`src/rtl/async_fifo_stream_writer_pkg.sv`:
```
// Shared types and helpers for the async FIFO stream writer.
// Holds the serializer state encoding and the word-index width rule.
package async_fifo_stream_writer_pkg;

    typedef enum logic [0:0] {
        IDLE = 1'b0,
        SEND = 1'b1
    } writer_state_t;

    // A single-word beat still needs a 1-bit index so the port widths stay legal.
    function automatic int idx_width(input int words);
        return (words <= 1) ? 1 : $clog2(words);
    endfunction

endpackage

```
`src/rtl/async_fifo_stream_writer.sv`:
```
// Write-side producer for the async FIFO: takes wide beats on a valid/ready
// stream and strobes them into the FIFO one WIDTH-bit word per write_clk cycle.
//
// state | meaning
// IDLE  | no beat held; in_ready high unless flush
// SEND  | beat held in shift register; words go out while fifo_write_ready
module async_fifo_stream_writer
    import async_fifo_stream_writer_pkg::*;
#(
    parameter int WIDTH       = 8,
    parameter int WORDS       = 4,
    parameter int MSB_FIRST   = 0,
    parameter int COUNT_WIDTH = 16
) (
    input  logic                     write_clk,
    input  logic                     rstn,
    input  logic                     flush,
    input  logic                     in_valid,
    output logic                     in_ready,
    input  logic [WIDTH*WORDS-1:0]   in_data,
    input  logic                     fifo_write_ready,
    output logic                     fifo_write_en,
    output logic [WIDTH-1:0]         fifo_data,
    output logic                     busy,
    output logic [COUNT_WIDTH-1:0]   words_written
);

    localparam int BW = WIDTH * WORDS;
    localparam int IW = idx_width(WORDS);

    writer_state_t    state;
    logic [BW-1:0]    shift_q;
    logic [BW-1:0]    shift_next;
    logic [IW-1:0]    idx;
    logic             last_word;
    logic             beat_accept;

    assign last_word     = (idx == IW'(WORDS - 1));
    assign fifo_write_en = (state == SEND) && fifo_write_ready;
    assign busy          = (state == SEND);
    // Ready on the last word lets the next beat load with no bubble.
    assign in_ready      = !flush && ((state == IDLE) ||
                           ((state == SEND) && last_word && fifo_write_ready));
    assign beat_accept   = in_valid && in_ready;

    generate
        if (WORDS == 1) begin : g_single
            assign shift_next = '0;
            assign fifo_data  = shift_q;
        end else if (MSB_FIRST != 0) begin : g_msb
            assign shift_next = {shift_q[BW-WIDTH-1:0], {WIDTH{1'b0}}};
            assign fifo_data  = shift_q[BW-1 -: WIDTH];
        end else begin : g_lsb
            assign shift_next = {{WIDTH{1'b0}}, shift_q[BW-1:WIDTH]};
            assign fifo_data  = shift_q[WIDTH-1:0];
        end
    endgenerate

    always_ff @(posedge write_clk or negedge rstn) begin
        if (!rstn) begin
            state         <= IDLE;
            idx           <= '0;
            shift_q       <= '0;
            words_written <= '0;
        end else begin
            // A write in the flush cycle still lands in the FIFO, so count it.
            if (fifo_write_en) begin
                words_written <= words_written + COUNT_WIDTH'(1);
            end

            if (flush) begin
                state <= IDLE;
                idx   <= '0;
            end else if (beat_accept) begin
                state   <= SEND;
                idx     <= '0;
                shift_q <= in_data;
            end else if (fifo_write_en) begin
                shift_q <= shift_next;
                if (last_word) begin
                    state <= IDLE;
                    idx   <= '0;
                end else begin
                    idx <= idx + IW'(1);
                end
            end
        end
    end

endmodule

```
`config.mk`:
```
export PLATFORM = sky130hd
export DESIGN_NAME = async_fifo_stream_writer
export DESIGN_NICKNAME = d
export VERILOG_FILES = /design/src/rtl/async_fifo_stream_writer_pkg.sv /design/src/rtl/async_fifo_stream_writer.sv
export SDC_FILE = /design/constraint.sdc
export NUM_CORES = 1
export LEC_CHECK = 0
export ABC_AREA = 1
export BUFFER_PORTS_ARGS = -buffer_cell sky130_fd_sc_hd__clkbuf_2
export CAP_MARGIN = 20
export CORE_ASPECT_RATIO = 1.75
export CORE_UTILIZATION = 53
export CTS_CLUSTER_DIAMETER = 200
export DETAILED_ROUTE_END_ITERATION = 8
export PLACE_DENSITY = 0.88
export RECOVER_POWER = 25
export REMOVE_ABC_BUFFERS = 1
export SETUP_SLACK_MARGIN = 0.5
export SLEW_MARGIN = 20
export SYNTH_ARGS = -nofsm -noshare
export SYNTH_HDL_FRONTEND = slang
export SYNTH_SLANG_ARGS = --single-unit
```
`constraint.sdc`:
```
create_clock -name write_clk -period 1.5 [get_ports write_clk]
set_input_delay 0.075 -clock write_clk [delete_from_list [all_inputs] [get_ports write_clk]]
set_output_delay 0.075 -clock write_clk [all_outputs]
set_load 0.01 [all_outputs]
```
**Word-level counts from Yosys, hierarchy flattened**

Cells that the tools add are included.

- Reduce and logical (&&, ||, !) cells: 12
- Equality and inequality tests: 1
- Bitwise operators: 2
- Mux-type cells: 10
- Add/subtract/negate cells: 2

Operators by type and width:

| kind | number |
|---|---|
| two-way mux 32 bit | 2 |
| adder 16 x 1 -> 16 bit (second input constant) | 1 |
| two-way mux 2 bit | 4 |
| nonzero test 3 bit | 2 |
| logical AND 1 bit | 5 |
| two-way mux 1 bit | 4 |
| AND reduction 2 bit | 2 |
| adder 2 x 1 -> 2 bit (second input constant) | 1 |
| == test 2 bit (second input constant) | 1 |
| inverter 1 bit | 2 |
| nonzero test 2 bit | 1 |
| zero test 1 bit | 1 |
| logical OR 1 bit | 1 |

- Output and inout bits: 27
- Bits of input ports: 37
- Register bits after elaboration: 51
- Word-level logic and storage cells: 31

**Longest topological paths before layout**

- Depth in word-level cells: 8
- Mapped depth: 9

**Worst setup path before layout**

OpenSTA, ideal clock, no wires.

- Path kind: flip-flop to flip-flop
- Start: register idx[0]
- End: register shift_q[10]
- Clock period less this slack: 1.379 ns
- Path slack: 0.121 ns
- Arrival: 1.255 ns
- Library setup time: 0.124 ns
- Cell stages (with the launch flop): 9
- Cell sequence: dfrtp_1 -> ha_1 -> nand2_2 -> a21oi_4 -> nand2_2 -> buf_6 -> buf_4 -> nand3_1 -> nand3_1

- Cells in the longest elaborated chain, start to end: 8

RTL lines:

| what | line | source |
|---|---|---|
| from (decl) | async_fifo_stream_writer.sv:34 | `logic [IW-1:0] idx;` |
| from (signal assigned) | async_fifo_stream_writer.sv:84 | `idx <= idx + IW'(1);` |
| == test 2 bit * | async_fifo_stream_writer.sv:38 | `assign last_word = (idx == IW'(WORDS - 1));` |
| logical AND 1 bit * (2 in series) | async_fifo_stream_writer.sv:43 | `((state == SEND) && last_word && fifo_write_ready));` |
| logical OR 1 bit * | async_fifo_stream_writer.sv:42 | `assign in_ready = !flush && ((state == IDLE) \|\|` |
| logical AND 1 bit * | async_fifo_stream_writer.sv:42 |  |
| logical AND 1 bit * | async_fifo_stream_writer.sv:44 | `assign beat_accept = in_valid && in_ready;` |
| nonzero test 2 bit (no source line) | n/a |  |
| AND reduction 2 bit (no source line) | n/a |  |
| to (signal assigned) | async_fifo_stream_writer.sv:77 | `shift_q <= in_data;` |
| to (signal assigned) | async_fifo_stream_writer.sv:79 | `shift_q <= shift_next;` |
| to (decl) | async_fifo_stream_writer.sv:32 | `logic [BW-1:0] shift_q;` |

Mark *: on every way between the ends. The rest lies on a longest branch, timed or not.
A chain may end at the register's enable or synchronous reset.

**Worst setup path in the final report**

- Start: register idx[0]
- End: register shift_q[8]

Same word-level chain as after synthesis.

==> impl_metrics.toml <==
[finish]
final_nets = 439
drive_above_1_share = 0.424
area_growth_pct = 49.5
most-common-layout-cells = "75 x nand3_1, 58 x nand2_1, 53 x clkbuf_2, 47 x dfrtp_1, 25 x buf_6"
nFillCells = 218
instances_no_fill = 452
final_common_cell = "nand3_1"
diodes = 0
fin_util = 0.840

[placement]
dp_hpwl_um = 3840
place_inst = 401
gp_congestion = 0.805
pre_cts_ws_ns = 0.0624
portBuffers = 63

[power_and_ir_drop]
p_int_uw = 2910
clkPwrFrac = 0.237
power_uw = 4270
powerDensity_nw_per_um2 = 1150
combPwrFrac = 0.340
switching_power_uw = 1370
ir_worst_vdd_v = 0.00110
swShare = 0.320
p_leak_uw = 0.00196
p_seq_frac = 0.423

[yosys]
netlist_area_um2 = 2500
syn-instance-count = 296
synth_seq_cells = 51
yosysSeqAreaShare = 0.511
ys_types = 22
yosysWarnings = 0
synth.avg_cell_area_um2 = 8.43

[cts]
cts_tree = "yes"
clk_pin_slew_ns = 0.09
cts_root_buf = "clkbuf_8"
clockBufferDepth = 2
numCtsBuffers = 5
clock-sinks = 51
cts_max_level = 2
clkLatencyLatePin_ns = 0.32

[die]
die_w_um = 53.9
start_util = 0.562
rows = 32
dieHeight_um = 92.8
io_pins = 64
core_area_um2 = 4440
die_area_um2 = 5000

[sta]
fin_crit_sh = 1.12
setup_violations = 36
setup_slack_ns = -0.185
rsz0062_at_grt = "yes"
fin_crit_ns = 1.68
max_slew_margin = 0.529
tightest_slew_ns = 0.707
report.final.slew_viol_count = 0
whs_ns = 0.0181
fmax_mhz = 593
finalClockSkew_ns = 0.0168
hold_viol = 0

[detailed_routing]
wirelength_um = 8410
antenna_left = 0
drt_iter0_drc = 187
firstDrtPassIters = 4
vias = 2649
drc = 0
routedWlPerCell_um = 18.6
vias_per_cell = 5.86

[outcome]
status = "finished with violations"
failed_checks = "setup timing"

[grt]
antenna_found_initial = 0
grt_use_total = 0.305
grt_pass1_wl_um = 11100
grt_start_max_net_pins = 52
grt-ovfl-total = 0
grt_pass1_vias = 2403

[worst_setup_path]
worstPathMaxFanout = 6
critical_path_class = "flip-flop to flip-flop"
cp-start-kind = "flip-flop"
required_ns = 1.69
worstPathArrival_ns = 1.87
end_kind = "flip-flop"

[run]
drv_cap = 0

[hold_path]
hp-class = "input port to flip-flop"
-- metal layers --
metal  track usage  vias to the layer above  wire length, um
li1              -                     1174                -
met1         0.338                     1259             2950
met2         0.515                      173             4380
met3        0.0624                       43              576
met4         0.167                        0              509
met5             0                        -                0
-- critical path, cell delays in order (launching register included) --
cell       delay [ns]
dfrtp_1          0.43
ha_4             0.18
nand2_4          0.07
a21oi_4          0.26
nand2_4          0.11
nand2_4          0.09
inv_4            0.07
clkbuf_16        0.16
nand2_1          0.10
nand3_1          0.09
-- sequential cells by signal, summed over array words and instances, names as in the netlist --
| signal | flops |
|---|---|
| words_written | 16 |
| busy | 1 |
| idx | 2 |
| shift_q | 32 |
-- stage by stage --
stage | TNS, ns | cell area, um2
after detailed placement | 0 | 2860
final | -3.02 | 3730
after CTS | 0 | 3430
after floorplan | -20.11 | 2350
after global placement | 0 | 2860
after global routing | -5.42 | 3730
-- synth_stat cells --
| library cell | instances | area share |
|---|---|---|
| a21oi_1 | 1 | 0.0020 |
| a21oi_4 | 1 | 0.0065 |
| buf_2 | 8 | 0.016 |
| buf_4 | 9 | 0.027 |
| buf_6 | 2 | 0.0090 |
| clkbuf_1 | 4 | 0.0060 |
| dfrtp_1 | 51 | 0.51 |
| ha_1 | 2 | 0.010 |
| inv_1 | 15 | 0.023 |
| inv_2 | 2 | 0.0030 |
| nand2_1 | 76 | 0.11 |
| nand2_2 | 3 | 0.0075 |
| nand2_4 | 1 | 0.0045 |
| nand3_1 | 80 | 0.16 |
| nand4_1 | 9 | 0.023 |
| nor2_1 | 14 | 0.021 |
| nor2_2 | 2 | 0.0050 |
| nor2_4 | 1 | 0.0045 |
| nor3_1 | 2 | 0.0040 |
| o21ai_0 | 2 | 0.0040 |
| xnor2_1 | 5 | 0.018 |
| xor2_1 | 6 | 0.021 |
-- kinds of logic after synthesis --
group / after synthesis / synth area share
xor gates and xnor gates: 11 / 0.0386
and+or+nand+nor: 188 / 0.344
buffers and inverters: 40 / 0.0837
AOI/OAI and AO/OA: 4 / 0.0125
DFF: 51 / 0.511
adders and majority gates: 2 / 0.0100
-- path summary, 6_finish.rpt --
kind,cells past startpoint,end,slack (ns),start
worst max-delay path,9,shift_q[8]$_DFFE_PN0P_,-0.18,idx[0]$_DFFE_PN0P_
worst min-delay path,3,shift_q[20]$_DFFE_PN0P_,0.02,in_data[20]
worst max register to register,9,shift_q[8]$_DFFE_PN0P_,-0.18,idx[0]$_DFFE_PN0P_
worst min register to register,2,shift_q[25]$_DFFE_PN0P_,0.48,shift_q[25]$_DFFE_PN0P_
max in group asynchronous,3,words_written[10]$_DFFE_PN0P_,0.51,rstn
min in group asynchronous,3,words_written[1]$_DFFE_PN0P_,0.45,rstn
-- repair_timing --
item,in CTS,in global routing
hold buffers,9,0
setup endpoints to repair,54,62
endpoints found under the hold margin,59,0
pin swaps,13,17
buffers inserted,22,8
cloned,1,3
resized for setup,46,55
-- power groups by stage --
stage               Clock, uW  Combinational, uW  Sequential, uW
global placement            0                712            1770
floorplan                   0                302            1820
CTS                      1000               1100            1760
finish                   1010               1450            1810
detailed placement          0                730            1780
global route             1070               1560            1830
-- final cells by class --
cell class	instances	area, um2	share of cell area
clock inverters	2	35.0	0.00939
inverters	17	68.8	0.0184
repair buffers	120	987	0.264
well taps	51	63.8	0.0171
clock buffers	6	82.6	0.0221
flip-flops and latches	51	1280	0.343
multi-input cells	205	1210	0.325
(Power assumes the default switching activity.)
